File: config.mk
export PLATFORM = sky130hd
export DESIGN_NAME = ram_arbiter_flat
export DESIGN_NICKNAME = d
export VERILOG_FILES = /design/src/rtl/ram_arbiter_if.sv /design/src/rtl/ram_arbiter.sv /design/src/flat_wrapper.sv
export SDC_FILE = /design/constraint.sdc
export NUM_CORES = 1
export LEC_CHECK = 0
export BUFFER_PORTS_ARGS = -buffer_cell sky130_fd_sc_hd__buf_2
export CAP_MARGIN = 30
export CORE_MARGIN = 1.5
export CORE_UTILIZATION = 48
export CTS_CLUSTER_DIAMETER = 120
export DETAILED_ROUTE_END_ITERATION = 12
export PLACE_DENSITY = 0.84
export SLEW_MARGIN = 0
export SYNTH_ARGS = -nofsm -noshare
export SYNTH_HDL_FRONTEND = slang
export SYNTH_SLANG_ARGS = --single-unit
File: constraint.sdc
create_clock -name clk -period 4.7 [get_ports clk]
set_clock_uncertainty 0.2 [all_clocks]
set_input_delay 0 -clock clk [delete_from_list [all_inputs] [get_ports clk]]
set_output_delay 0 -clock clk [all_outputs]
set_load 0.05 [all_outputs]
File: src/rtl/ram_arbiter_if.sv
// Bus bundle between the two RAM requesters, the arbiter and the shared data RAM.
// The master side is the requester/RAM environment; the slave side is the arbiter.
interface ram_arbiter_if #(
  parameter int ADDR_WIDTH = 8,
  parameter int DATA_WIDTH = 8
);
  logic                  req0;
  logic                  we0;
  logic [ADDR_WIDTH-1:0] addr0;
  logic [DATA_WIDTH-1:0] wdata0;
  logic                  gnt0;
  logic                  rvalid0;
  logic [DATA_WIDTH-1:0] rdata0;

  logic                  req1;
  logic                  we1;
  logic [ADDR_WIDTH-1:0] addr1;
  logic [DATA_WIDTH-1:0] wdata1;
  logic                  gnt1;
  logic                  rvalid1;
  logic [DATA_WIDTH-1:0] rdata1;

  logic                  busy;

  logic [ADDR_WIDTH-1:0] ram_write_addr;
  logic [DATA_WIDTH-1:0] ram_write_data;
  logic                  ram_write_en;
  logic [ADDR_WIDTH-1:0] ram_read_addr;
  logic [DATA_WIDTH-1:0] ram_read_data;
  logic                  ram_out_en;

  modport slave (
    input  req0, we0, addr0, wdata0,
    input  req1, we1, addr1, wdata1,
    input  ram_read_data,
    output gnt0, rvalid0, rdata0,
    output gnt1, rvalid1, rdata1,
    output busy,
    output ram_write_addr, ram_write_data, ram_write_en,
    output ram_read_addr, ram_out_en
  );

  modport master (
    output req0, we0, addr0, wdata0,
    output req1, we1, addr1, wdata1,
    output ram_read_data,
    input  gnt0, rvalid0, rdata0,
    input  gnt1, rvalid1, rdata1,
    input  busy,
    input  ram_write_addr, ram_write_data, ram_write_en,
    input  ram_read_addr, ram_out_en
  );
endinterface

File: src/rtl/ram_arbiter.sv
// Two-requester arbiter for the shared data RAM: one access at a time,
// round-robin or fixed priority, registered read data with a valid pulse.
//
// state   | meaning
// --------+---------------------------------------------------------------
// IDLE    | sampling requests; a winner is latched on the edge leaving IDLE
// ACCESS  | gnt pulse; RAM write strobe or output enable for latched access
// RESPOND | read data registered; rvalid pulse to the winner
module ram_arbiter #(
  parameter int ADDR_WIDTH     = 8,
  parameter int DATA_WIDTH     = 8,
  parameter bit FIXED_PRIORITY = 1'b0
) (
  input logic          clk,
  input logic          rst,
  ram_arbiter_if.slave bus
);

  typedef enum logic [1:0] {
    IDLE    = 2'd0,
    ACCESS  = 2'd1,
    RESPOND = 2'd2
  } state_t;

  state_t                state, state_next;
  logic                  take, take_sel;
  logic                  last_gnt, winner, lat_we;
  logic [ADDR_WIDTH-1:0] lat_addr;
  logic [DATA_WIDTH-1:0] lat_wdata;
  logic                  gnt0_q, gnt1_q, rvalid0_q, rvalid1_q, busy_q;
  logic [DATA_WIDTH-1:0] rdata0_q, rdata1_q;

  always_ff @(posedge clk or posedge rst) begin
    if (rst) state <= IDLE;
    else     state <= state_next;
  end

  always_comb begin
    state_next = state;
    take       = 1'b0;
    take_sel   = 1'b0;
    case (state)
      IDLE: begin
        if (bus.req0 || bus.req1) begin
          take = 1'b1;
          // On a conflict round-robin favours whoever was not served last
          if (bus.req0 && bus.req1) take_sel = FIXED_PRIORITY ? 1'b0 : ~last_gnt;
          else                      take_sel = bus.req1;
          state_next = ACCESS;
        end
      end
      ACCESS:  state_next = lat_we ? IDLE : RESPOND;
      RESPOND: state_next = IDLE;
      default: state_next = IDLE;
    endcase
  end

  always_ff @(posedge clk or posedge rst) begin
    if (rst) begin
      last_gnt  <= 1'b1;
      winner    <= 1'b0;
      lat_we    <= 1'b0;
      lat_addr  <= '0;
      lat_wdata <= '0;
      gnt0_q    <= 1'b0;
      gnt1_q    <= 1'b0;
      rvalid0_q <= 1'b0;
      rvalid1_q <= 1'b0;
      busy_q    <= 1'b0;
      rdata0_q  <= '0;
      rdata1_q  <= '0;
    end else begin
      gnt0_q    <= 1'b0;
      gnt1_q    <= 1'b0;
      rvalid0_q <= 1'b0;
      rvalid1_q <= 1'b0;
      busy_q    <= (state_next != IDLE);
      if (take) begin
        winner    <= take_sel;
        last_gnt  <= take_sel;
        lat_we    <= take_sel ? bus.we1    : bus.we0;
        lat_addr  <= take_sel ? bus.addr1  : bus.addr0;
        lat_wdata <= take_sel ? bus.wdata1 : bus.wdata0;
        gnt0_q    <= ~take_sel;
        gnt1_q    <= take_sel;
      end
      if (state == ACCESS && !lat_we) begin
        if (winner) begin
          rdata1_q  <= bus.ram_read_data;
          rvalid1_q <= 1'b1;
        end else begin
          rdata0_q  <= bus.ram_read_data;
          rvalid0_q <= 1'b1;
        end
      end
    end
  end

  assign bus.gnt0    = gnt0_q;
  assign bus.gnt1    = gnt1_q;
  assign bus.rvalid0 = rvalid0_q;
  assign bus.rvalid1 = rvalid1_q;
  assign bus.rdata0  = rdata0_q;
  assign bus.rdata1  = rdata1_q;
  assign bus.busy    = busy_q;

  // RAM strobes decode straight from state so a reset drops them without waiting for a clock
  assign bus.ram_write_addr = lat_addr;
  assign bus.ram_read_addr  = lat_addr;
  assign bus.ram_write_data = lat_wdata;
  assign bus.ram_write_en   = (state == ACCESS) && lat_we;
  assign bus.ram_out_en     = (state == ACCESS) && !lat_we;

endmodule

File: src/flat_wrapper.sv
// flat-port wrapper written by rule: the top's interface ports become plain ports
module ram_arbiter_flat 
#(
  parameter int ADDR_WIDTH     = 8,
  parameter int DATA_WIDTH     = 8,
  parameter bit FIXED_PRIORITY = 1'b0
)
  (clk, rst, bus_req0, bus_we0, bus_addr0, bus_wdata0, bus_req1, bus_we1, bus_addr1, bus_wdata1, bus_ram_read_data, bus_gnt0, bus_rvalid0, bus_rdata0, bus_gnt1, bus_rvalid1, bus_rdata1, bus_busy, bus_ram_write_addr, bus_ram_write_data, bus_ram_write_en, bus_ram_read_addr, bus_ram_out_en);
  ram_arbiter_if #(.ADDR_WIDTH(ADDR_WIDTH), .DATA_WIDTH(DATA_WIDTH)) bus_i ();
  input logic clk;
  input logic rst;
  input wire logic [$bits(bus_i.req0)-1:0] bus_req0;
  input wire logic [$bits(bus_i.we0)-1:0] bus_we0;
  input wire logic [$bits(bus_i.addr0)-1:0] bus_addr0;
  input wire logic [$bits(bus_i.wdata0)-1:0] bus_wdata0;
  input wire logic [$bits(bus_i.req1)-1:0] bus_req1;
  input wire logic [$bits(bus_i.we1)-1:0] bus_we1;
  input wire logic [$bits(bus_i.addr1)-1:0] bus_addr1;
  input wire logic [$bits(bus_i.wdata1)-1:0] bus_wdata1;
  input wire logic [$bits(bus_i.ram_read_data)-1:0] bus_ram_read_data;
  output wire logic [$bits(bus_i.gnt0)-1:0] bus_gnt0;
  output wire logic [$bits(bus_i.rvalid0)-1:0] bus_rvalid0;
  output wire logic [$bits(bus_i.rdata0)-1:0] bus_rdata0;
  output wire logic [$bits(bus_i.gnt1)-1:0] bus_gnt1;
  output wire logic [$bits(bus_i.rvalid1)-1:0] bus_rvalid1;
  output wire logic [$bits(bus_i.rdata1)-1:0] bus_rdata1;
  output wire logic [$bits(bus_i.busy)-1:0] bus_busy;
  output wire logic [$bits(bus_i.ram_write_addr)-1:0] bus_ram_write_addr;
  output wire logic [$bits(bus_i.ram_write_data)-1:0] bus_ram_write_data;
  output wire logic [$bits(bus_i.ram_write_en)-1:0] bus_ram_write_en;
  output wire logic [$bits(bus_i.ram_read_addr)-1:0] bus_ram_read_addr;
  output wire logic [$bits(bus_i.ram_out_en)-1:0] bus_ram_out_en;
  assign bus_i.req0 = bus_req0;
  assign bus_i.we0 = bus_we0;
  assign bus_i.addr0 = bus_addr0;
  assign bus_i.wdata0 = bus_wdata0;
  assign bus_i.req1 = bus_req1;
  assign bus_i.we1 = bus_we1;
  assign bus_i.addr1 = bus_addr1;
  assign bus_i.wdata1 = bus_wdata1;
  assign bus_i.ram_read_data = bus_ram_read_data;
  assign bus_gnt0 = bus_i.gnt0;
  assign bus_rvalid0 = bus_i.rvalid0;
  assign bus_rdata0 = bus_i.rdata0;
  assign bus_gnt1 = bus_i.gnt1;
  assign bus_rvalid1 = bus_i.rvalid1;
  assign bus_rdata1 = bus_i.rdata1;
  assign bus_busy = bus_i.busy;
  assign bus_ram_write_addr = bus_i.ram_write_addr;
  assign bus_ram_write_data = bus_i.ram_write_data;
  assign bus_ram_write_en = bus_i.ram_write_en;
  assign bus_ram_read_addr = bus_i.ram_read_addr;
  assign bus_ram_out_en = bus_i.ram_out_en;
  ram_arbiter #(.ADDR_WIDTH(ADDR_WIDTH), .DATA_WIDTH(DATA_WIDTH), .FIXED_PRIORITY(FIXED_PRIORITY)) u_core (.clk(clk), .rst(rst), .bus(bus_i));
endmodule
---- Word-level counts from Yosys, hierarchy flattened ----
Index checks and enable logic that the tools add are counted.
cells by class
  eq/ne operators ......................... 1
  mux-type cells .......................... 17
  bitwise gates (word level) .............. 3
  reductions and logical operators ........ 9
operators by type and width
  cell                                                              number
  8-bit 2-to-1 mux                                                  2
  1-bit 2-to-1 mux                                                  12
  2-bit 2-to-1 mux                                                  2
  2-bit case mux with 2 select lines                                1
  2-bit AND reduction                                               2
  1-bit logical AND                                                 3
  1-bit NOT                                                         3
  2-bit by 1-bit == test with 1-bit output (second input constant)  1
  2-bit zero test                                                   1
  2-bit nonzero test                                                1
  1-bit zero test                                                   1
  1-bit logical OR                                                  1
word-level totals
  register bits ........................... 42
  output and inout bits ................... 47
  word-level logic and storage cells ...... 43

---- Logic depth before layout (Yosys ltp) ----
  word-level depth ........................ 6
  gate-level depth with buffers ........... 5

---- Least setup slack after synthesis ----
No wires, ideal clock.
  path type ............................... register to register
  start ................................... register u_core.state[1]
  end ..................................... register u_core.rdata1_q[0], in the netlist u_core.bus.rdata1[0]
  library setup time ...................... 125 ps
  arrival ................................. 1414 ps
  setup slack ............................. 2961 ps
  stages on the path, launching flop included .. 6
  period minus slack after synthesis ...... 1739 ps
  cell sequence ........................... dfrtp_1 or3b_4 clkinv_2 and2_4 buf_12 mux2_4
between the ends
  cells in the longest elaborated chain, start to end .. 3
ends and longest elaborated chain
  element                                   RTL line           text
  start: declaration                        ram_arbiter.sv:25  state_t state, state_next;
  start signal: assignment                  ram_arbiter.sv:35  else state <= state_next;
  2-bit by 1-bit == test with 1-bit output  ram_arbiter.sv:87  if (state == ACCESS && !lat_we) begin
  1-bit logical AND                         ram_arbiter.sv:87
  2-bit AND reduction (no source line)      --
  end signal: assignment                    ram_arbiter.sv:89  rdata1_q <= bus.ram_read_data;
  end: declaration                          ram_arbiter.sv:31  logic [DATA_WIDTH-1:0] rdata0_q, rdata1_q;
Every way passes these cells.
A chain may end at the register's enable or synchronous reset.

---- Worst setup path after layout ----
  start ................................... register u_core.state[0]
  end ..................................... register u_core.lat_wdata[5], in the netlist u_core.bus.ram_write_data[5]
between the ends
  cells in the longest elaborated chain, start to end .. 3
  elaborated cells between the ends (all ways) .. 4
  those cells by class .................... 3 x mux; 1 x reduce/logical
ends and longest elaborated chain
  element                 RTL line           text
  2-bit zero test (*)     ram_arbiter.sv:42  case (state)
  1-bit 2-to-1 mux        ram_arbiter.sv:42
  8-bit 2-to-1 mux        ram_arbiter.sv:83  lat_wdata <= take_sel ? bus.wdata1 : bus.wdata0;
  end signal: assignment  ram_arbiter.sv:83
  end: declaration        ram_arbiter.sv:29  logic [DATA_WIDTH-1:0] lat_wdata;
Mark *: on every way between the ends. The rest lies on a longest branch, timed or not.

==> metrics <==
status=completed; count of unique library cells instantiated by Yosys=26; cell count after synthesis=131; hold path startpoint=bus_req0; overall die width=64.8 um; number of rows in the core area=22; Worst-Margin Slew=0.521 ns; pin count of the biggest net entering global routing=43; clock sink total=42; Slew HR=65.3%; final count of pins violating max slew=0; depth of the worst hold-timing path=2; initial antenna violation count=0; Setup Total Neg Slack=0 ns; initial standard-cell utilization of the core=50.1%; top cell type by total area after synthesis=sky130_fd_sc_hd__dfrtp_1; Die Y-Extent=64.8 um; Yosys Warn Count=0; number of max-capacitance violations reported=0; clock root buffer=sky130_fd_sc_hd__clkbuf_8; final critical delay including setup and external delays=2.45 ns; count of final setup violators=0; first-pass GRT wire length=7.31 mm; CTS clk-pin slew, worst paths=0.08 ns; Syn Area/Cell=14.0 um2; final wirelength=4.55 mm; number of port buffers=92; IO Count=93; overall die area=0.00420 mm2; detailed placement HPWL=2.69 mm; share of cells above drive strength 1=47.5%; FF+latch count, synth=42; sequential area share after synthesis=57.4%; worst r2r src=u_core.state[0]; violation count after the first detailed-route iteration=68; maximum clock frequency=0.409 GHz; Post-Synthesis Net Count=177; share of the clock period used by the worst path after layout=52.1%; cell-by-cell trace of the critical path=nor2_1 -> buf_4 -> nand3_1 -> inv_1 -> a221o_1 -> dlygate4sd3_1; antenna diode count=0; Worst Setup End Kind=register; floorplan core area=0.00366 mm2; via count of the first global-routing pass=1621; post-synthesis instance area=0.00183 mm2; data required time at the worst endpoint=4.73 ns; category of the critical setup timing path=reg -> reg; number of clock buffers inserted by TritonCTS=5; count of vias placed by the detailed router=1600; worst-skew pair later-pin latency=0.29 ns; largest buffer count on any clock path=2; setup repair after global routing missed its margin=false; layout-stage area growth over the synthesis result=51.8%; layout net count=306; standard cell with the maximum stage delay on the critical path=sky130_fd_sc_hd__dlygate4sd3_1; drt via density=5.18; cell types with the largest area share after synthesis=sky130_fd_sc_hd__dfrtp_1 56%, sky130_fd_sc_hd__a221o_1 9.3%, sky130_fd_sc_hd__mux2_4 6.5%; peak per-stage delay on the critical path=0.54 ns; DRC violation count after routing=0; Max Fanout on Critical Path=25; overall fraction of global-route tracks in use=23.2%; final weighted congestion in routability-driven placement=0.732; Critical Path Source Type=register; WL/cell=14.7 um; H-tree levels=2; final number of hold-violating endpoints=0; Crit. Startpoint=u_core.state[0]; gr ovfl total=0; proportion of netlist area held by the largest area contributor=55.9%; number of cell instances on the worst register-to-register path=6; first drt pass iteration count=4; hold crit path type=in -> reg; Post-DRT Antenna Nets=0; arrival time of the worst setup path=2.48 ns; PostCTS Resize Cnt=0; TritonCTS clock tree=yes
==> cells in the final DEF (no fill, tap or decap), drive strengths merged, types with 2 or more instances in the layout <==
cell type    instances
dfrtp               41
buf                 94
and4                 5
nand2                3
nor2                 2
a21boi              12
dlygate4sd3         43
a21o                 2
mux2                16
clkbuf               6
clkinv               3
and3                 6
a221o               17
inv                  3
==> metrics by stage <==
stage	hold WS (ns)	setup slack [ns]	std cells	area, um2	util (%)
floorplan	-0.0548	2.96	131	1830	-
global placement	-0.0573	2.84	258	2260	61.7
detailed placement	-0.0500	2.84	258	2260	61.7
CTS	0.00249	2.29	309	2780	76.0
global route	0.0538	2.13	309	2780	76.0
finish	0.0192	2.25	309	2780	76.0
==> synthesized netlist by cell type (all sizes together) <==
| cell type | n |
|---|---|
| or3b | 1 |
| inv | 4 |
| nor2 | 2 |
| dfstp | 1 |
| dfrtp | 41 |
| and3b | 1 |
| or2 | 1 |
| clkinv | 1 |
| a221o | 17 |
| buf | 12 |
| and4 | 5 |
| a21o | 2 |
| nand2b | 1 |
| and3 | 6 |
| nand3 | 1 |
| nand2 | 3 |
| clkbuf | 3 |
| and2 | 1 |
| a21boi | 12 |
| mux2 | 16 |
==> state kept, by name, summed over array words and instances (netlist names) <==
name / flops
u_core.bus.busy: 1
u_core.state: 2
u_core.bus.ram_read_addr: 8
u_core.bus.rvalid1: 1
u_core.lat_we: 1
u_core.bus.rdata0: 8
u_core.bus.gnt0: 1
u_core.bus.gnt1: 1
u_core.bus.ram_write_data: 8
u_core.bus.rdata1: 8
u_core.bus.rvalid0: 1
u_core.winner: 1
u_core.last_gnt: 1
==> cell families (layout without fill, tap and decap cells) <==
group           count (synthesis)  count (layout)  synth area share, %
buf+inv                        20             150                 7.16
flops                          42              42                 57.4
simple gates                   22              22                 9.00
mux                            16              16                 11.5
compound gates                 31              31                 15.0
==> worst max-delay path: cells and delay by family (launching register included) <==
kind            cells  cell delay, ns
flops               1            0.38
simple gates        2            0.35
buf+inv             3            1.22
compound gates      1            0.23
==> layout make-up <==
type | count | area [um2]
Fill cell | 235 | 877
Multi-Input combinational cell | 69 | 651
Timing Repair Buffer | 137 | 906
Sequential cell | 42 | 1050
Inverter | 5 | 20.0
Clock buffer | 6 | 82.6
Tap cell | 48 | 60.1
Clock inverter | 2 | 12.5
==> metal layers <==
layer  global-route usage [%]  share of wire, %
met2                     39.0                50
met3                     5.03               7.2
met1                     28.4                41
met4                     10.6               2.4
met5                        0                 0
==> path summary, 6_finish.rpt <==
path                                           endpoint  slack, ns
setup / recovery           u_core.bus.ram_write_data[5]       2.25
hold / removal                          u_core.bus.gnt0       0.02
setup reg to reg           u_core.bus.ram_write_data[5]       2.25
hold reg to reg                    u_core.bus.rdata0[6]       0.31
max in group asynchronous               u_core.last_gnt       3.75
min in group asynchronous               u_core.bus.gnt0       0.17
==> repair_timing <==
item / CTS / global route
hold buffers: 43 / 0
buffers inserted: 0 / 0
endpoints found under the hold margin: 75 / 0
Power is not shown: default switching activity piles up to over one toggle a cycle in this logic, so the estimate is an artifact.
